$ cat config.mk
export PLATFORM = sky130hd
export DESIGN_NAME = ad747x_multi_interface
export DESIGN_NICKNAME = d
export VERILOG_FILES = /design/src/rtl/ad747x_pkg.sv /design/src/rtl/ad747x_sclk_gen.sv /design/src/rtl/shift_register.sv /design/src/rtl/timer.sv /design/src/rtl/ad747x_multi_interface.sv
export SDC_FILE = /design/constraint.sdc
export NUM_CORES = 1
export LEC_CHECK = 0
export BUFFER_PORTS_ARGS = -buffer_cell sky130_fd_sc_hd__buf_2
export CORE_MARGIN = 3
export CORE_UTILIZATION = 50
export DETAILED_ROUTE_END_ITERATION = 16
export PLACE_DENSITY = 0.67
export SLEW_MARGIN = 20
export SYNTH_ARGS = -nofsm -noshare
export SYNTH_HDL_FRONTEND = slang
export SYNTH_HIERARCHICAL = 1
export SYNTH_SLANG_ARGS = --single-unit
$ cat constraint.sdc
create_clock -name clk_i -period 4.6 [get_ports clk_i]
set_input_delay 0.23 -clock clk_i [delete_from_list [all_inputs] [get_ports clk_i]]
set_output_delay 0.23 -clock clk_i [all_outputs]
set_load 0.02 [all_outputs]
$ cat src/rtl/ad747x_pkg.sv
// Shared types, constants and helpers for the AD747x multi-channel reader.
// Frame layout and clock-count conversion live here.
package ad747x_pkg;

    typedef enum logic [2:0] {
        S_IDLE,
        S_SETUP,
        S_SHIFT,
        S_QUIET,
        S_STROBE,
        S_GAP
    } state_t;

    localparam int FRAME_BITS = 16;
    localparam int LEAD_ZEROS = 4;

    function automatic int ceil_clks(input longint freq, input longint ns);
        return int'((freq * ns + longint'(999_999_999)) / longint'(1_000_000_000));
    endfunction

    function automatic bit legal_bits(input int bits);
        return (bits == 12) || (bits == 10) || (bits == 8);
    endfunction

endpackage

$ cat src/rtl/ad747x_sclk_gen.sv
// SCLK phase generator: low phase first, then high, for one 16-period frame.
module ad747x_sclk_gen
    import ad747x_pkg::*;
#(
    parameter int CLK_DIV = 5
) (
    input  logic clk,
    input  logic rst,
    input  logic en,
    input  logic clr,
    output logic sclk,
    output logic fall,
    output logic done
);

    localparam int LOW = CLK_DIV - CLK_DIV / 2;
    localparam int PW  = $clog2(CLK_DIV);

    logic [PW-1:0] ph;
    logic [PW-1:0] ph_n;
    logic          active;
    logic [4:0]    cnt;
    logic          sclk_n;

    always_comb begin
        ph_n = '0;
        if (active && ph != PW'(CLK_DIV - 1)) begin
            ph_n = ph + 1'b1;
        end
        sclk_n = en ? (ph_n >= PW'(LOW)) : 1'b1;
    end

    // en is the look-ahead "next cycle is SHIFT", so fall marks the sampling edge
    assign fall = en && sclk && !sclk_n;
    assign done = (cnt == 5'(FRAME_BITS)) && (ph == PW'(CLK_DIV - 1));

    always_ff @(posedge clk or posedge rst) begin
        if (rst) begin
            ph     <= '0;
            active <= 1'b0;
            cnt    <= '0;
            sclk   <= 1'b1;
        end else if (clr || !en) begin
            ph     <= '0;
            active <= 1'b0;
            cnt    <= '0;
            sclk   <= 1'b1;
        end else begin
            ph     <= ph_n;
            active <= 1'b1;
            sclk   <= sclk_n;
            if (fall) begin
                cnt <= cnt + 1'b1;
            end
        end
    end

endmodule

$ cat src/rtl/shift_register.sv
// Left-shifting serial-in capture register.
module shift_register #(
    parameter int WIDTH = 16
) (
    input  logic             clk,
    input  logic             rst,
    input  logic             en,
    input  logic             din,
    output logic [WIDTH-1:0] q
);

    always_ff @(posedge clk or posedge rst) begin
        if (rst) begin
            q <= '0;
        end else if (en) begin
            q <= {q[WIDTH-2:0], din};
        end
    end

endmodule

$ cat src/rtl/timer.sv
// Down-counting interval timer; done is high in the last cycle of a loaded interval.
module timer #(
    parameter int W = 8
) (
    input  logic         clk,
    input  logic         rst,
    input  logic         start,
    input  logic [W-1:0] ticks,
    output logic         done
);

    logic [W-1:0] cnt;

    always_ff @(posedge clk or posedge rst) begin
        if (rst) begin
            cnt <= '0;
        end else if (start) begin
            cnt <= ticks - 1'b1;
        end else if (cnt != '0) begin
            cnt <= cnt - 1'b1;
        end
    end

    assign done = (cnt == '0);

endmodule

$ cat src/rtl/ad747x_multi_interface.sv
// Multi-channel AD7476A/7477/7478 reader sharing one SCLK/CS# pair.
// One-shot or rate-limited continuous sampling with per-channel framing check.
module ad747x_multi_interface
    import ad747x_pkg::*;
#(
    parameter int CLK_FREQ_HZ     = 100_000_000,
    parameter int SCLK_FREQ_HZ    = 20_000_000,
    parameter int CHANNELS        = 1,
    parameter int DATA_BITS       = 12,
    parameter int MIN_PERIOD_CLKS = 100
) (
    input  logic                          clk_i,
    input  logic                          rst_i,
    input  logic                          request_i,
    input  logic                          continuous_i,
    output logic                          busy_o,
    output logic [CHANNELS*DATA_BITS-1:0] data_o,
    output logic [CHANNELS-1:0]           frame_err_o,
    output logic                          data_valid_o,
    output logic                          sclk_o,
    output logic                          cs_n_o,
    input  logic [CHANNELS-1:0]           sdata_i
);

    localparam int CLK_DIV = CLK_FREQ_HZ / SCLK_FREQ_HZ;
    localparam int T2_RAW  = ceil_clks(CLK_FREQ_HZ, 10);
    localparam int T2      = (T2_RAW < 1) ? 1 : T2_RAW;
    localparam int QUIET   = ceil_clks(CLK_FREQ_HZ, 86);
    localparam int TMAX    = (T2 > QUIET) ? T2 : QUIET;
    localparam int TW      = $clog2(TMAX + 1);

    if (SCLK_FREQ_HZ > 20_000_000 || CLK_DIV < 2) begin : g_bad_clk
        $error("ad747x: SCLK must be <= 20 MHz with CLK_DIV >= 2");
    end
    if (CHANNELS < 1) begin : g_bad_ch
        $error("ad747x: CHANNELS must be >= 1");
    end
    if (!legal_bits(DATA_BITS)) begin : g_bad_bits
        $error("ad747x: DATA_BITS must be 12, 10 or 8");
    end

    state_t          state;
    state_t          next;
    logic            pend;
    logic [31:0]     pcnt;
    logic            enter_setup;
    logic            period_ok;
    logic            go;
    logic            tmr_start;
    logic            tmr_done;
    logic [TW-1:0]   tmr_ticks;
    logic            sc_fall;
    logic            sc_done;
    logic            cs_d;
    logic            busy_d;
    logic            valid_d;
    logic            load;
    logic [FRAME_BITS-1:0] sh [CHANNELS];

    assign enter_setup = (next == S_SETUP) && (state != S_SETUP);
    assign period_ok   = (pcnt + 32'd1 >= 32'(MIN_PERIOD_CLKS));
    assign go          = continuous_i || pend;
    assign tmr_start   = enter_setup || ((next == S_QUIET) && (state != S_QUIET));
    assign tmr_ticks   = enter_setup ? TW'(T2) : TW'(QUIET);

    always_ff @(posedge clk_i or posedge rst_i) begin
        if (rst_i) begin
            state        <= S_IDLE;
            cs_n_o       <= 1'b1;
            busy_o       <= 1'b0;
            data_valid_o <= 1'b0;
        end else begin
            state        <= next;
            cs_n_o       <= cs_d;
            busy_o       <= busy_d;
            data_valid_o <= valid_d;
        end
    end

    always_comb begin
        next = state;
        unique case (state)
            S_IDLE:   if (request_i || continuous_i) next = S_SETUP;
            S_SETUP:  if (tmr_done) next = S_SHIFT;
            S_SHIFT:  if (sc_done) next = S_QUIET;
            S_QUIET:  if (tmr_done) next = S_STROBE;
            S_STROBE: next = !go ? S_IDLE : (period_ok ? S_SETUP : S_GAP);
            S_GAP:    if (period_ok) next = go ? S_SETUP : S_IDLE;
            default:  next = S_IDLE;
        endcase
    end

    // outputs are registered from the next state so they line up with it
    always_comb begin
        cs_d    = !((next == S_SETUP) || (next == S_SHIFT));
        busy_d  = (next == S_SETUP) || (next == S_SHIFT) ||
                  (next == S_QUIET) || (next == S_STROBE);
        valid_d = (next == S_STROBE);
        load    = (next == S_STROBE) && (state != S_STROBE);
    end

    always_ff @(posedge clk_i or posedge rst_i) begin
        if (rst_i) begin
            pend <= 1'b0;
            pcnt <= '0;
        end else begin
            if (enter_setup) begin
                pend <= 1'b0;
            end else if (request_i && state != S_IDLE) begin
                pend <= 1'b1;
            end
            if (enter_setup) begin
                pcnt <= '0;
            end else if (pcnt < 32'(MIN_PERIOD_CLKS)) begin
                pcnt <= pcnt + 32'd1;
            end
        end
    end

    always_ff @(posedge clk_i or posedge rst_i) begin
        if (rst_i) begin
            data_o      <= '0;
            frame_err_o <= '0;
        end else if (load) begin
            for (int ch = 0; ch < CHANNELS; ch++) begin
                data_o[ch*DATA_BITS +: DATA_BITS] <=
                    sh[ch][FRAME_BITS-LEAD_ZEROS-1 -: DATA_BITS];
                frame_err_o[ch] <= |sh[ch][FRAME_BITS-1 -: LEAD_ZEROS];
            end
        end
    end

    timer #(.W(TW)) u_timer (
        .clk   (clk_i),
        .rst   (rst_i),
        .start (tmr_start),
        .ticks (tmr_ticks),
        .done  (tmr_done)
    );

    ad747x_sclk_gen #(.CLK_DIV(CLK_DIV)) u_sclk (
        .clk  (clk_i),
        .rst  (rst_i),
        .en   (next == S_SHIFT),
        .clr  (state == S_IDLE),
        .sclk (sclk_o),
        .fall (sc_fall),
        .done (sc_done)
    );

    for (genvar ch = 0; ch < CHANNELS; ch++) begin : g_ch
        shift_register #(.WIDTH(FRAME_BITS)) u_sr (
            .clk (clk_i),
            .rst (rst_i),
            .en  (sc_fall),
            .din (sdata_i[ch]),
            .q   (sh[ch])
        );
    end

endmodule
* Yosys cells after proc, flatten, opt, wreduce, memory -nomap -nowiden
Index checks and enable logic that the tools add are counted.
** Word-level totals
- Flip-flop bits (word level) :: 82
- Input bits :: 5
** Operators by class
- $add $sub $neg :: 5
- Magnitude comparators :: 3
- Equality and inequality tests :: 15
- Muxes and demuxes :: 23
- Reduce and logical (&&, ||, !) cells :: 27
** Operators by type and width (number)
- 2-to-1 mux 32 bit :: 2
- adder 32 x 1 -> 32 bit (second input constant) :: 1
- greater-or-equal comparator 32 x 7 -> 1 bit (second input constant) :: 1
- < comparator 32 x 7 -> 1 bit (second input constant) :: 1
- 2-to-1 mux 3 bit :: 9
- case mux 3 bit (6 select lines) :: 1
- == test 3 x 2 -> 1 bit (second input constant) :: 4
- == test 3 bit (second input constant) :: 4
- 2-to-1 mux 4 bit :: 3
- 2-to-1 mux 5 bit :: 2
- logical AND 1 bit :: 8
- nonzero test 2 bit :: 4
- subtractor 4 x 1 -> 4 bit (second input constant) :: 2
- logical OR 1 bit :: 7
- == test 3 x 1 -> 1 bit (second input constant) :: 2
- 2-to-1 mux 1 bit :: 6
- inequality test 3 bit (second input constant) :: 2
- adder 5 x 1 -> 5 bit (second input constant) :: 1
- == test 5 bit (second input constant) :: 1
- logical NOT 4 bit :: 1
- nonzero test 4 bit :: 1
- OR reduction 4 bit :: 1
- adder 3 x 1 -> 3 bit (second input constant) :: 1
- greater-or-equal comparator 3 x 2 -> 1 bit (second input constant) :: 1
- 5 further kinds :: 7

* Logic depth before layout (Yosys ltp)
Gate-level depths: netlist of run 1.
- Depth after elaboration :: 11
- Mapped depth :: 16
- Gate-level depth less buffers :: 13

* Cells and area by module
The synthesis of run 1 kept the hierarchy.
** Modules (own cells, without submodules)
- ad747x_multi_interface :: instances 1, cells an instance 306, area each 2874.0 sq um
- shift_register :: instances 1, cells an instance 35, area each 653.1 sq um
- ad747x_sclk_gen :: instances 1, cells an instance 63, area each 603.1 sq um
- timer :: instances 1, cells an instance 24, area each 252.7 sq um

* Least setup slack after synthesis of run 1
OpenSTA, ideal clock, no wires.
- Kind :: register to register
- From :: reg pcnt[0]
- To :: reg u_timer.cnt[2]
- Library setup time :: 130 ps
- Arrival :: 3616 ps
- Required time :: 4470 ps
- Path slack :: 855 ps
- Stages on the path, launching flop included :: 17
- Buffers on the path :: 3
- Clock period less this slack :: 3745 ps
- Path through :: dfrtp_1 ha_1 clkbuf_1 a21bo_1 a2111oi_0 a31oi_1 a2111oi_4 nand3_1 or4_4 buf_6 a21o_1 buf_6 mux2i_1 ha_1 inv_1 a21oi_1 a22oi_1
** On the way
- Longest elaborated chain between the ends :: 9
- Elaborated cells on any way between the ends :: 13
- Those cells by class :: add/sub: 1; order compare: 1; eq/ne: 2; mux: 5; reduce/logical: 4
** Ends and longest elaborated chain
- start, declared :: line ad747x_multi_interface.sv:45 : logic [31:0] pcnt;
- start signal, assigned :: line ad747x_multi_interface.sv:115 : pcnt <= pcnt + 32'd1;
- adder 32 x 1 -> 32 bit (*) :: line ad747x_multi_interface.sv:61 : assign period_ok = (pcnt + 32'd1 >= 32'(MIN_PERIOD_CLKS));
- greater-or-equal comparator 32 x 7 -> 1 bit (*) :: line ad747x_multi_interface.sv:61
- 2-to-1 mux 3 bit (2 in a row) :: line ad747x_multi_interface.sv:87 : S_STROBE: next = !go ? S_IDLE : (period_ok ? S_SETUP : S_GAP);
- case mux 3 bit (6 select lines) (*) :: line ad747x_multi_interface.sv:82 : unique case (state)
- == test 3 x 1 -> 1 bit or == test 3 x 2 -> 1 bit (tied branches) :: line ad747x_multi_interface.sv:60, ad747x_multi_interface.sv:63
- logical AND 1 bit (on tied branches) :: line ad747x_multi_interface.sv:60, ad747x_multi_interface.sv:63
- logical OR 1 bit (*) :: line ad747x_multi_interface.sv:63 : assign tmr_start = enter_setup || ((next == S_QUIET) && (state != S_QUIET));
- named net tmr_start :: line ad747x_multi_interface.sv:49 : logic tmr_start;
- 2-to-1 mux 4 bit or nonzero test 2 bit (tied branches)
- end signal, assigned :: line timer.sv:18 : cnt <= ticks - 1'b1;
- end signal, assigned :: line timer.sv:20 : cnt <= cnt - 1'b1;
- end, declared :: line timer.sv:12 : logic [W-1:0] cnt;
The timed path passes the listed nets; every way through them passes the cells marked *.
A chain may end at the register's enable or synchronous reset.

* Final worst setup path of run 1
Same ends and word-level chain as after synthesis.

==> results.txt, run 1 <==
* Via count of the first global-routing pass: 3022
* Total via count after detailed routing: 3179
- Maximum fanout encountered on the critical timing path: 11
- Number of enable-type register cells in the synthesized netlist: 0
- Clock insertion delay at the later pin of the skew report: 0.36 ns
- For this design the ratio of total power to cell area is 459 nW/um2.
- Synth async-reset ratio: 100%
- Final total negative setup slack: 0 ns
* Root cell of the clock tree: sky130_fd_sc_hd__clkbuf_8
- Syn. warnings: 6
* Synth area leaders: sky130_fd_sc_hd__dfrtp_1 (46%), sky130_fd_sc_hd__nand2_1 (5.3%), sky130_fd_sc_hd__a21boi_1 (3.8%)
- The share of total power dissipated in the clock network is 25.8%.
- Number of remaining DRC errors: 0
* Worst slew margin relative to its limit: 39.9%
- Global routing used 18.6% of the available tracks.
- Measured along the x axis, the die boundary spans 99.6 um.
- Worst endpoint required time: 4.84 ns
- Count of state elements after synthesis: 82
- Total wire length: 8450 um
- After synthesis the cells add up to 4380 um2.
- Number of primary I/O pins: 22
- Counting both buffers and inverters, the worst setup path holds a total of 2.
- In this run the standard cell core region covers 8380 um2.
* Proportion of total power due to net switching: 37.5%
- For this run, the post-layout net count is 453.
- Net Switching: 814 uW
- In this run, post-CTS repair resized a total of 0 instances.
* Pint: 1360 uW
- The floorplan step defined a die boundary enclosing 9930 um2.
- Number of distinct standard cells referenced by the synthesized netlist: 69
* Synth area leader: sky130_fd_sc_hd__dfrtp_1
- Clock-pin transition on the worst setup and hold timing paths: 0.10 ns
- For this run, the slowest stage of the critical path takes 0.56 ns.
* Data arrival at the endpoint of the critical path: 4.39 ns
- STA classifies the critical path startpoint as a flop.
- Worst min-delay path category: input pin to flop
* Top_reg_cell synth: sky130_fd_sc_hd__dfrtp_1
- Critical path start-end classification: flop to flop
- Top-area cell type share of the netlist area: 45.7%
* Post-Synthesis Mean Instance Area: 10.2 um2
* Leakage dissipation: 0.00216 uW
* Worst voltage drop across the vdd grid: 0.365 mV
- Synthesis handed over a netlist of 428 instances.
- STA classifies the critical path endpoint as a flop.
- The largest individual stage delay along the critical path comes from the cell sky130_fd_sc_hd__or4_4.
- Of the total power, combinational logic draws 30.3%.
* Detailed Place HPWL: 5890 um
- After detailed routing, the average wire length per cell comes to 15.3 um.
- Total placed instance area: 4500 um2
- Once layout is complete, the cells apart from fillers number 552.
* IO buf count: 21
* Die height: 99.6 um
- In the finished design, the share of the clock period the worst path needs comes to 90.3%.
- Pin slew with the least headroom to its limit: 0.901 ns
- Setup repair after global routing left no endpoint under its margin.
* Ant. Diodes: 0
- TritonCTS built the clock tree.
- The run finished with clean final reports.
- Initial antenna violation count: 0
- At the end of routability-driven placement, the weighted congestion stood at 0.915.
- Entering global routing, the biggest net connects 53 pins.
* P&R area growth vs syn: 7.85%
* Cell with the most instances after synthesis: sky130_fd_sc_hd__dfrtp_1
* Maximum count of clock buffers along a single path: 2
- Number of placement rows: 33
- Via density per instance: 5.76
- For this run, the register share of the synthesized area comes to 46.9%.
- Setup violations remaining at the end of the flow were counted as 0.
- Final critical-path required period: 4.15 ns
- Share of power burned in registers: 43.8%
- Max-cap violations in this run came to 0.
* Fin Clk Skew: 0.0127 ns
* Final number of hold-violating endpoints: 0
- Number of pins with negative max-slew slack in the final report: 0
- Family of cells with the greatest summed delay on the critical path: simple AND/OR/NAND/NOR gates
* Drt first-iter violations: 212
- Initial cell density of the core: 52.3%
- Global routing finished with a remaining overflow of 0.
- Critical path cell sequence: ha_1 > inv_1 > or3_1 > or3_4 > a2111oi_4 > nand3_1 > or4_4 > a21o_1 > mux2i_1 > ha_1 > inv_1 > a21oi_1 > a22oi_1
* Number of clock buffers inserted by TritonCTS: 9
- Wire length of the first global-routing pass: 15000 um
* Layout cell share with drive strength beyond 1: 18.8%
- The number of placed instances, taps included, is 535.
* Drt first pass iters: 4
* Max Fclk: 0.241 GHz
- By count the netlist is led by sky130_fd_sc_hd__dfrtp_1 (80), sky130_fd_sc_hd__nand2_1 (62), sky130_fd_sc_hd__a21boi_1 (22).
* Area of all placed cells without fillers: 4730 um2
- The H-tree was split into 3 levels.
- Measured on the finished design, the core utilization comes to 56.4%.
* Final antenna-violating net count: 0
- Clk sink count: 82
## cell type report
class / count / area, um2
Sequential cell: 82 / 2050
Tap cell: 105 / 131
Multi-Input combinational cell: 307 / 2120
Clock buffer: 9 / 124
Fill cell: 755 / 3650
Timing Repair Buffer: 24 / 130
Inverter: 18 / 68.8
Clock inverter: 7 / 93.8
## through the flow
step / worst slack (ns) / hold WS, ns / total power [uW]
after floorplan: 0.855 / -0.00392 / 1520
after global placement: 0.645 / 0.183 / 1600
after detailed placement: 0.468 / 0.181 / 1630
after CTS: 0.461 / 0.0779 / 2200
after global routing: 0.102 / 0.0996 / 2320
final: 0.448 / 0.0930 / 2170
## flip-flops by register name, summed over array words and instances (netlist names)
register / flops
busy_o: 1
cs_n_o: 1
data_o: 12
data_valid_o: 1
frame_err_o: 1
g_ch.u_sr/q: 16
pcnt: 32
pend: 1
state: 3
u_sclk/active: 1
u_sclk/cnt: 5
u_sclk/ph: 3
u_sclk/sclk: 1
u_timer/cnt: 4
## routing by layer
layer	track usage, %	vias up	share of wire [%]
met5	0	-	0
met4	5.78	0	1.4
met3	3.37	11	3.1
met2	27.7	54	46
met1	27.5	1571	50
li1	-	1543	-
## path summary, 6_finish.rpt
path / startpoint / end / slack (ns) / depth (start not counted)
setup reg to reg: pcnt[0] / u_timer/cnt[2] / 0.45 / 13
min in group asynchronous: rst_i / u_timer/cnt[2] / 0.33 / 3
setup / recovery: pcnt[0] / u_timer/cnt[2] / 0.45 / 13
hold reg to reg: data_o[3] / data_o[3] / 0.48 / 2
max in group asynchronous: rst_i / pcnt[28] / 3.46 / 3
hold / removal: sdata_i / g_ch[0].u_sr/q[0] / 0.09 / 2
## cells in the final DEF (no fill, tap or decap), types with 3 or more instances in the layout
master                      count
sky130_fd_sc_hd__nor3_1        13
sky130_fd_sc_hd__buf_2         21
sky130_fd_sc_hd__a21boi_1      22
sky130_fd_sc_hd__and3_1         8
sky130_fd_sc_hd__a21oi_1       11
sky130_fd_sc_hd__mux2i_1       10
sky130_fd_sc_hd__a211oi_1       5
sky130_fd_sc_hd__xor2_1         7
sky130_fd_sc_hd__and4_1         5
sky130_fd_sc_hd__nor4_1         8
sky130_fd_sc_hd__ha_1           6
sky130_fd_sc_hd__or3_1          4
sky130_fd_sc_hd__dfrtp_1       80
sky130_fd_sc_hd__a21boi_2       3
sky130_fd_sc_hd__nand2_1       62
sky130_fd_sc_hd__nand2b_1       4
sky130_fd_sc_hd__xnor2_1        9
sky130_fd_sc_hd__inv_1         17
sky130_fd_sc_hd__o21ai_0        3
sky130_fd_sc_hd__mux2_4        10
sky130_fd_sc_hd__conb_1         6
sky130_fd_sc_hd__a21oi_2        7
sky130_fd_sc_hd__clkbuf_8       9
sky130_fd_sc_hd__a2111oi_0      3
sky130_fd_sc_hd__mux2_2         6
sky130_fd_sc_hd__nand3_1       13
sky130_fd_sc_hd__nor2_1        20
sky130_fd_sc_hd__nand4_1       15
## power groups by stage
stage	combinational (uW)	sequential (uW)	clock [uW]
final	658	951	561
after global routing	745	975	601
after CTS	663	952	581
after detailed placement	661	965	0
after global placement	643	958	0
after floorplan	569	953	0
## worst register-to-register path: stages (launching register included)
cell	delay, ns
sky130_fd_sc_hd__dfrtp_1	0.49
sky130_fd_sc_hd__ha_1	0.41
sky130_fd_sc_hd__inv_1	0.09
sky130_fd_sc_hd__or3_1	0.49
sky130_fd_sc_hd__or3_4	0.44
sky130_fd_sc_hd__a2111oi_4	0.34
sky130_fd_sc_hd__nand3_1	0.17
sky130_fd_sc_hd__or4_4	0.56
sky130_fd_sc_hd__a21o_1	0.28
sky130_fd_sc_hd__mux2i_1	0.22
sky130_fd_sc_hd__ha_1	0.24
sky130_fd_sc_hd__inv_1	0.06
sky130_fd_sc_hd__a21oi_1	0.14
sky130_fd_sc_hd__a22oi_1	0.10
## cell families (layout without fill, tap and decap cells)
| group | Yosys count | after routing | share of synthesized area (%) |
|---|---|---|---|
| other cells | 2 | 6 | 0.171 |
| buf+inv | 43 | 58 | 5.11 |
| fa+ha+maj | 6 | 6 | 1.71 |
| flops | 82 | 82 | 46.9 |
| mux | 26 | 26 | 7.25 |
| simple gates | 172 | 172 | 20.6 |
| xor+xnor | 16 | 16 | 3.20 |
| compound gates | 81 | 81 | 15.1 |
## repair_timing
item | 4_1_cts | 5_1_grt
endpoints found under the hold margin | 29 | 0
setup buffers | 0 | 0
hold buffers | 1 | 0
No activity file was read; power rests on OpenSTA's default activity.
==> inputs of run 2 (changes only) <==
--- a/config.mk
+++ b/config.mk
@@ -13,5 +13,4 @@
 export SLEW_MARGIN = 20
 export SYNTH_ARGS = -nofsm -noshare
 export SYNTH_HDL_FRONTEND = slang
-export SYNTH_HIERARCHICAL = 1
 export SYNTH_SLANG_ARGS = --single-unit
==> results.txt, run 2 <==
- Status: complete, no violations (unchanged).
- The share of the synthesized area in the top cell type came to 50.4% (was 45.7%).
* Final critical-path required period: 3.45 ns (was 4.15 ns)
- Count of placed standard cells in the final layout, fillers left out: 497 (was 552)
- The share of flip-flops with an asynchronous set or reset after synthesis was 100% (unchanged).
- The slowest library cell on the worst path is sky130_fd_sc_hd__or4_1 (was sky130_fd_sc_hd__or4_4).
- The core occupancy in the finished layout is 58.1% (was 56.4%).
- Largest net degree at the start of global routing: 44 (was 53)
- Number of distinct standard cells referenced by the synthesized netlist: 47 (was 69)
* Final total negative setup slack: 0 ns (unchanged)
- The peak supply drop came to 0.306 mV (was 0.365 mV).
- Number of clock buffers inserted by TritonCTS: 9 (unchanged)
- Largest family of logic cells by synthesized area: simple AND/OR/NAND/NOR gates (unchanged)
- The quantity of I/O buffers inserted on ports came to 21 (unchanged).
- The total iterations of the first detailed-routing run is 4 (unchanged).
* Die height: 95.1 um (was 99.6 um)
- The register name with the most flops is pcnt (unchanged).
* Count of state elements after synthesis: 82 (unchanged)
- The number of nets handed over by synthesis was 384.
- The most area-hungry cell type in the Yosys netlist was sky130_fd_sc_hd__dfrtp_1 (unchanged).
* Aggregate global routing overflow: 0 (unchanged)
- The post-synthesis xor/xnor area fraction is 3.75% (was 3.20%).
- The worst-path maximum fanout came to 11 (unchanged).
- The floorplan core area was 7490 um2 (was 8380 um2).
* Count of nets after finishing: 404 (was 453)
- The initial standard-cell utilization of the core is 53.1% (was 52.3%).
- The die span in x was 95.1 um (was 99.6 um).
- The actual transition at the worst max-transition pin is 1.00 ns (was 0.901 ns).
- Worst min-delay path category: input pin to flop (unchanged)
* Endpoint kind of the worst setup timing path: flop (unchanged)
* Origin of the worst setup path: pcnt[3] (was pcnt[0])
- The power density of the placed cells came to 522 nW/um2 (was 459 nW/um2).
- Number of gates resized after cts: 0 (unchanged)
- Layout cell share with drive strength beyond 1: 20.4% (was 18.8%)
- Counting stages on the worst path, the most repeated cell is sky130_fd_sc_hd__nand2_1.
- The worst path required time is 4.86 ns (was 4.84 ns).
- Stage delay of the slowest cell on the critical path: 0.72 ns (was 0.56 ns)
* Fin Clk Skew: 0.00946 ns (was 0.0127 ns)
- The most numerous cell in the Yosys netlist was sky130_fd_sc_hd__dfrtp_1 (unchanged).
* Syn. warnings: 0 (was 6)
- The TritonCTS clock tree is yes (unchanged).
- Placed Cells incl. Taps: 480 (was 535)
* Number of pins with negative max-slew slack in the final report: 0 (unchanged)
- Final antenna-violating net count: 0 (unchanged)
- Total wire length: 7510 um (was 8450 um)
- Critical path start-end classification: flop to flop (unchanged)
* Max reg flops: 32 (unchanged)
* Simple-gate portion of the synthesized area: 22.5% (was 20.6%)
- The number of top-level pins was 22 (unchanged).
* Leading cell type in the layout, fill and taps excluded: sky130_fd_sc_hd__dfrtp_1 (unchanged)
* Placer's final routability congestion estimate: 0.930 (was 0.915)
- Setup repair after global routing missed its margin: no (unchanged).
- Critical path cell sequence: nand3_1 > or4_1 > o31a_1 > a2111o_1 > nor4_4 > nand4_2 > a21oi_1 > nand2_1 > ha_1 > inv_1 > nand2_1 > o32ai_2 (was ha_1 > inv_1 > or3_1 > or3_4 > a2111oi_4 > nand3_1 > or4_4 > a21o_1 > mux2i_1 > ha_1 > inv_1 > a21oi_1 > a22oi_1).
- The placement row count is 31 (was 33).
* Area of the die: 9050 um2 (was 9930 um2)
- Synth area leaders: sky130_fd_sc_hd__dfrtp_1 (50%), sky130_fd_sc_hd__mux2_2 (7.9%), sky130_fd_sc_hd__nor2b_1 (4.4%) (was sky130_fd_sc_hd__dfrtp_1 (46%), sky130_fd_sc_hd__nand2_1 (5.3%), sky130_fd_sc_hd__a21boi_1 (3.8%)).
- The area growth from synthesis to final layout came to 9.54% (was 7.85%).
- Min-Delay Startpoint: sdata_i (unchanged)
* Area share of fa/ha/maj cells after synthesis: 1.89% (was 1.71%)
* Detailed Place HPWL: 5190 um (was 5890 um)
- The total global-route track usage was 18.2% (was 18.6%).
* Clk sink count: 82 (unchanged)
- The proportion of synthesized chip area in sequential cells was 51.7% (was 46.9%).
- The number of endpoints with negative hold slack in the final report is 0 (unchanged).
- Summed instance area of the synthesized netlist: 3970 um2 (was 4380 um2)
- Total placed instance area: 4140 um2 (was 4500 um2)
* Wire length of the first global-routing pass: 12900 um (was 15000 um)
- List of most frequent post-synthesis cells: sky130_fd_sc_hd__dfrtp_1 (80), sky130_fd_sc_hd__nor2_1 (35), sky130_fd_sc_hd__mux2_2 (28), sky130_fd_sc_hd__nor2b_1 (28), sky130_fd_sc_hd__nand2_1 (25) (was sky130_fd_sc_hd__dfrtp_1 (80), sky130_fd_sc_hd__nand2_1 (62), sky130_fd_sc_hd__a21boi_1 (22))
- The startpoint of the worst-slack reg-to-reg timing path is pcnt[3] (was pcnt[0]).
- The number of cells produced by synthesis was 373 (was 428).
* Multiplexer share of the synthesized area: 8.69% (was 7.25%)
- Ant. Diodes: 0 (unchanged)
- Max-cap check violation count: 0 (unchanged)
* Post CTS Setup Buffer Count: 0 (unchanged)
- The initial antenna violation count is 0 (unchanged).
- The relative slew slack came to 32.9% (was 39.9%).
* Number of setup violations in the final report: 0 (unchanged)
- Top_reg_cell synth: sky130_fd_sc_hd__dfrtp_1 (unchanged)
- Number of enable-type register cells in the synthesized netlist: 0 (unchanged)
- Worst hold slack: 0.118 ns (was 0.0930 ns)
- The number of global-route vias before repair came to 2709 (was 3022).
- Area of all placed cells without fillers: 4350 um2 (was 4730 um2)
* Area fraction in compound gates after synthesis: 8.19% (was 15.1%)
- Post-Synthesis Mean Instance Area: 10.7 um2 (was 10.2 um2)
- Data arrival at the endpoint of the critical path: 3.71 ns (was 4.39 ns)
* Routed wire length per instance: 15.1 um (was 15.3 um)
* Drt first-iter violations: 202 (was 212)
- Biggest registers after layout: pcnt: 32 flops, g_ch.u_sr.q: 16 flops, data_o: 12 flops (was pcnt: 32 flops, g_ch.u_sr/q: 16 flops, data_o: 12 flops).
* Commonest cells after routing, fill and taps aside: sky130_fd_sc_hd__dfrtp_1 (80), sky130_fd_sc_hd__nor2_1 (35), sky130_fd_sc_hd__nor2b_1 (28), sky130_fd_sc_hd__mux2_2 (28), sky130_fd_sc_hd__nand2_1 (25) (was sky130_fd_sc_hd__dfrtp_1 (80), sky130_fd_sc_hd__nand2_1 (62), sky130_fd_sc_hd__a21boi_1 (22))
- Clock insertion delay at the later pin of the skew report: 0.35 ns (was 0.36 ns)
- The clock root buffer master was sky130_fd_sc_hd__clkbuf_8 (unchanged).
- The startpoint type of the worst setup path is a flop (unchanged).
- The part of the cycle the worst path needs is 75.1% (was 90.3%).
- Max Fclk: 0.290 GHz (was 0.241 GHz)
* Maximum count of clock buffers along a single path: 2 (unchanged)
- The number of DRC violations after detailed routing is 0 (unchanged).
- Clock-pin transition on the worst setup and hold timing paths: 0.08 ns (was 0.10 ns)
- The vias per cell is 5.78 (was 5.76).
* Leakage dissipation: 0.00199 uW (was 0.00216 uW)
- The number of levels the H-tree was split into is 3 (unchanged).
- The total number of vias was 2872 (was 3179).
==> run 2: changes by cell type after synthesis, moves of 10 or more <==
cell	change
sky130_fd_sc_hd__mux2_4	-10
sky130_fd_sc_hd__nor2_1	+15
sky130_fd_sc_hd__mux2_2	+22
sky130_fd_sc_hd__a21boi_1	-22
sky130_fd_sc_hd__nor2b_1	+26
sky130_fd_sc_hd__nand2_1	-37
==> run 2: timing repair <==
item | 4_1_cts | 5_1_grt
hold buffers | 1 | 0
setup endpoints to repair | 0 | 0
hold endpoints to repair | 38 | 0
==> run 2: logic make-up after synthesis <==
family | Yosys count
AOI/OAI and AO/OA | 45
xor gates and xnor gates | 17
adders and majority gates | 6
buffers and inverters | 28
DFF | 82
muxes | 31
and+or+nand+nor | 164
==> run 2: final cells by class <==
class | instances | area [um2]
Clock buffer | 10 | 128
Clock inverter | 6 | 73.8
Inverter | 12 | 46.3
Sequential cell | 82 | 2050
Tap cell | 99 | 124
Timing Repair Buffer | 25 | 138
Multi-Input combinational cell | 263 | 1790
Fill cell | 624 | 3130
==> run 2: critical path: cells and delay by family, from the launching register on <==
kind	cells	cell delay (ns)
buf+inv	1	0.08
fa+ha+maj	1	0.17
simple gates	6	1.49
flops	1	0.47
compound gates	4	1.14
==> run 2: path summary, 6_finish.rpt <==
| check | end | slack [ns] | cells past startpoint |
|---|---|---|---|
| min in group asynchronous | data_o[0] | 0.49 | 3 |
| hold / removal | g_ch[0].u_sr.q[0] | 0.12 | 2 |
| setup reg to reg | u_timer.cnt[2] | 1.15 | 12 |
| setup / recovery | u_timer.cnt[2] | 1.15 | 12 |
| hold reg to reg | u_timer.cnt[0] | 0.46 | 1 |
| max in group asynchronous | cs_n_o | 3.12 | 4 |
==> run 2: through the flow <==
step / setup WS (ns) / total power (uW)
final: 1.15 / 2270
after global routing: 0.811 / 2440
after CTS: 1.15 / 2310
after detailed placement: 1.19 / 1770
after global placement: 1.27 / 1750
after floorplan: 1.42 / 1610
==> run 2: power breakdown <==
part / internal [uW] / switching, uW
registers: 881 / 123
clock network: 257 / 267
logic: 307 / 437
==> run 2: layer usage <==
layer	share of wire [%]	vias up	wire length [um]	global-route usage, %
met1	49	1413	3680	26.2
met5	0	-	0	0
met4	2.1	0	161	9.13
li1	-	1384	-	-
met3	4.0	15	297	3.08
met2	45	60	3370	26.5
==> inputs of run 3 (changes only) <==
==> constraint.sdc (replaced) <==
create_clock -name clk_i -period 3.6 [get_ports clk_i]
set_input_delay 0.18 -clock clk_i [delete_from_list [all_inputs] [get_ports clk_i]]
set_output_delay 0.18 -clock clk_i [all_outputs]
set_load 0.02 [all_outputs]
==> results.txt, run 3 (synthesized netlist as in run 2, its figures left out) <==
- Maximum count of clock buffers along a single path: 2 (unchanged)
* Placer's final routability congestion estimate: 0.902 (was 0.930)
- CTS tree: yes (unchanged)
- Wire length of the first global-routing pass: 13600 um (was 12900 um)
* Number of clock buffers inserted by TritonCTS: 9 (unchanged)
- The clock transition at the registers of the reported paths came to 0.09 ns (was 0.08 ns).
- Number of remaining DRC errors: 0 (unchanged)
- The class of the most critical setup path was flop to flop (unchanged).
* Largest net degree at the start of global routing: 60 (was 44)
* Total routing usage reported by global routing: 19.2% (was 18.2%)
* Post-CTS Hold Buffers: 0 (was 1)
* Worst endpoint required time: 3.87 ns (was 4.86 ns)
- Area of all placed cells without fillers: 4410 um2 (was 4350 um2)
- Final number of hold-violating endpoints: 58 (was 0)
- The startpoint type of the worst setup path is a flop (unchanged).
- Total wire length: 7680 um (was 7510 um)
* Aggregate global routing overflow: 0 (unchanged)
- The fraction of layout instances using a drive strength above 1 came to 21.3% (was 20.4%).
- Post-route total power: 3080 uW (was 2270 uW)
- Area of the die: 9050 um2 (unchanged)
- The number of nets in the layout came to 405 (was 404).
- Post-placement setup slack: 0.378 ns (was 1.19 ns)
- Total placed instance area: 4160 um2 (was 4140 um2)
- Drt first-iter violations: 184 (was 202)
* Leakage dissipation: 0.00203 uW (was 0.00199 uW)
- The number of resized instances in the post-cts repair step came to 0 (unchanged).
- Drt first pass iters: 4 (unchanged)
- Maximum fanout encountered on the critical timing path: 10 (was 11)
- The setup-violating endpoint count in the final report was 0 (unchanged).
- Via count of the first global-routing pass: 2828 (was 2709)
- The TritonCTS sink count is 82 (unchanged).
- The initial antenna violation count came to 0 (unchanged).
* Final critical-path required period: 3.27 ns (was 3.45 ns)
* Post CTS Setup Buffer Count: 0 (unchanged)
- Number of placement rows: 31 (unchanged)
- The initial standard-cell utilization of the core is 53.1% (unchanged).
- Clock insertion delay at the later pin of the skew report: 0.36 ns (was 0.35 ns)
- The average wire length per cell after detail routing is 15.4 um (was 15.1 um).
- The peak supply drop came to 0.383 mV (was 0.306 mV).
- The vias per cell is 5.70 (was 5.78).
- IO buf count: 21 (unchanged)
* Worst slew margin relative to its limit: 35.5% (was 32.9%)
- The clock root buffer master was sky130_fd_sc_hd__clkbuf_8 (unchanged).
- Final antenna-violating net count: 0 (unchanged)
* Worst min-delay path category: input pin to async pin (was input pin to flop)
- The final reports fail on negative hold slack.
- The kind of capture point of the worst setup path was a flop (unchanged).
* Share of the clock period used by the worst path: 90.9% (was 75.1%)
- Ant. Diodes: 0 (unchanged)
- P&R area growth vs syn: 11.1% (was 9.54%)
* Status: complete, but fails checks (was complete, no violations)
- Data arrival at the endpoint of the critical path: 3.54 ns (was 3.71 ns)
* Max reg flops: 32 (unchanged)
* Worst hold slack: -0.0709 ns (was 0.118 ns)
- H-tree level count: 3 (unchanged)
* Commonest cells after routing, fill and taps aside: sky130_fd_sc_hd__dfrtp_1 (80), sky130_fd_sc_hd__nor2_1 (35), sky130_fd_sc_hd__nor2b_1 (28), sky130_fd_sc_hd__mux2_2 (28), sky130_fd_sc_hd__nand2_1 (25) (unchanged)
- The floorplan die height came to 95.1 um (unchanged).
- The die span in x is 95.1 um (unchanged).
- The slack of the critical path was 0.327 ns (was 1.15 ns).
- Max-cap check violation count: 0 (unchanged)
- Max Fclk: 0.306 GHz (was 0.290 GHz)
- Number of primary I/O pins: 22 (unchanged)
- Fin Clk Skew: 0.00999 ns (was 0.00946 ns)
* Setup repair after global routing missed its margin: no (unchanged)
- The total negative slack was 0 ns (unchanged).
* Total via count after detailed routing: 2840 (was 2872)
- The half-perimeter wire length after placement is 5360 um (was 5190 um).
* Biggest register: pcnt (unchanged)
- Leading cell type in the layout, fill and taps excluded: sky130_fd_sc_hd__dfrtp_1 (unchanged)
* Core box area: 7490 um2 (unchanged)
- Biggest registers after layout: pcnt: 32 flops, g_ch.u_sr.q: 16 flops, data_o: 12 flops (unchanged)
- R2R cell count: 13 (was 12)
- The power density of the placed cells came to 698 nW/um2 (was 522 nW/um2).
- The actual transition at the worst max-transition pin is 0.962 ns (was 1.00 ns).
- The number of slew-limit violations in the final report came to 0 (unchanged).
[run 3: worst max-delay path, cell delays in order, from the launching register on]
cell and delay, ns:
sky130_fd_sc_hd__dfrtp_1 0.48, sky130_fd_sc_hd__nand3_1 0.23, sky130_fd_sc_hd__or4_1 0.56, sky130_fd_sc_hd__buf_4 0.20
sky130_fd_sc_hd__o31a_1 0.30, sky130_fd_sc_hd__a211oi_2 0.21, sky130_fd_sc_hd__o311a_1 0.22, sky130_fd_sc_hd__nand4_2 0.18
sky130_fd_sc_hd__a21oi_1 0.23, sky130_fd_sc_hd__nand2_1 0.08, sky130_fd_sc_hd__ha_1 0.17, sky130_fd_sc_hd__inv_1 0.07
sky130_fd_sc_hd__nand2_1 0.06, sky130_fd_sc_hd__o32ai_2 0.19
[run 3: through the flow]
step                util, %  hold slack (ns)  instances
finish                 58.9          -0.0709        498
global route           58.9          0.00144        498
global placement       55.5            0.417        482
CTS                    58.9           0.0234        498
detailed placement     55.5            0.416        482
floorplan                 -            0.328        373
[run 3: final timing paths]
kind | start | end | slack [ns]
setup / recovery | pcnt[2] | u_timer.cnt[2] | 0.33
hold / removal | rst_i | data_o[2] | -0.07
setup reg to reg | pcnt[2] | u_timer.cnt[2] | 0.33
min in group clk_i | sdata_i | g_ch[0].u_sr.q[0] | 0.05
max in group asynchronous | rst_i | u_sclk.sclk | 2.84
hold reg to reg | u_timer.cnt[0] | u_timer.cnt[0] | 0.49
[run 3: final cells by class]
class | count | area [um2]
repair buffers | 26 | 143
clock buffers | 9 | 124
fillers | 639 | 3070
inverters | 12 | 47.5
well taps | 99 | 124
clock inverters | 7 | 128
flip-flops and latches | 82 | 2050
multi-input cells | 263 | 1790
[run 3: power by group]
part	internal [uW]	total, uW	switching [uW]
registers	1130	1280	154
clock network	473	828	355
logic	402	972	570
total	2000	3080	1080
[run 3: metal layers]
layer | GRT usage (%) | wire length (um)
met1 | 27.2 | 3700
met2 | 29.2 | 3580
met3 | 4.81 | 320
met4 | 6.13 | 76
met5 | 0 | 0
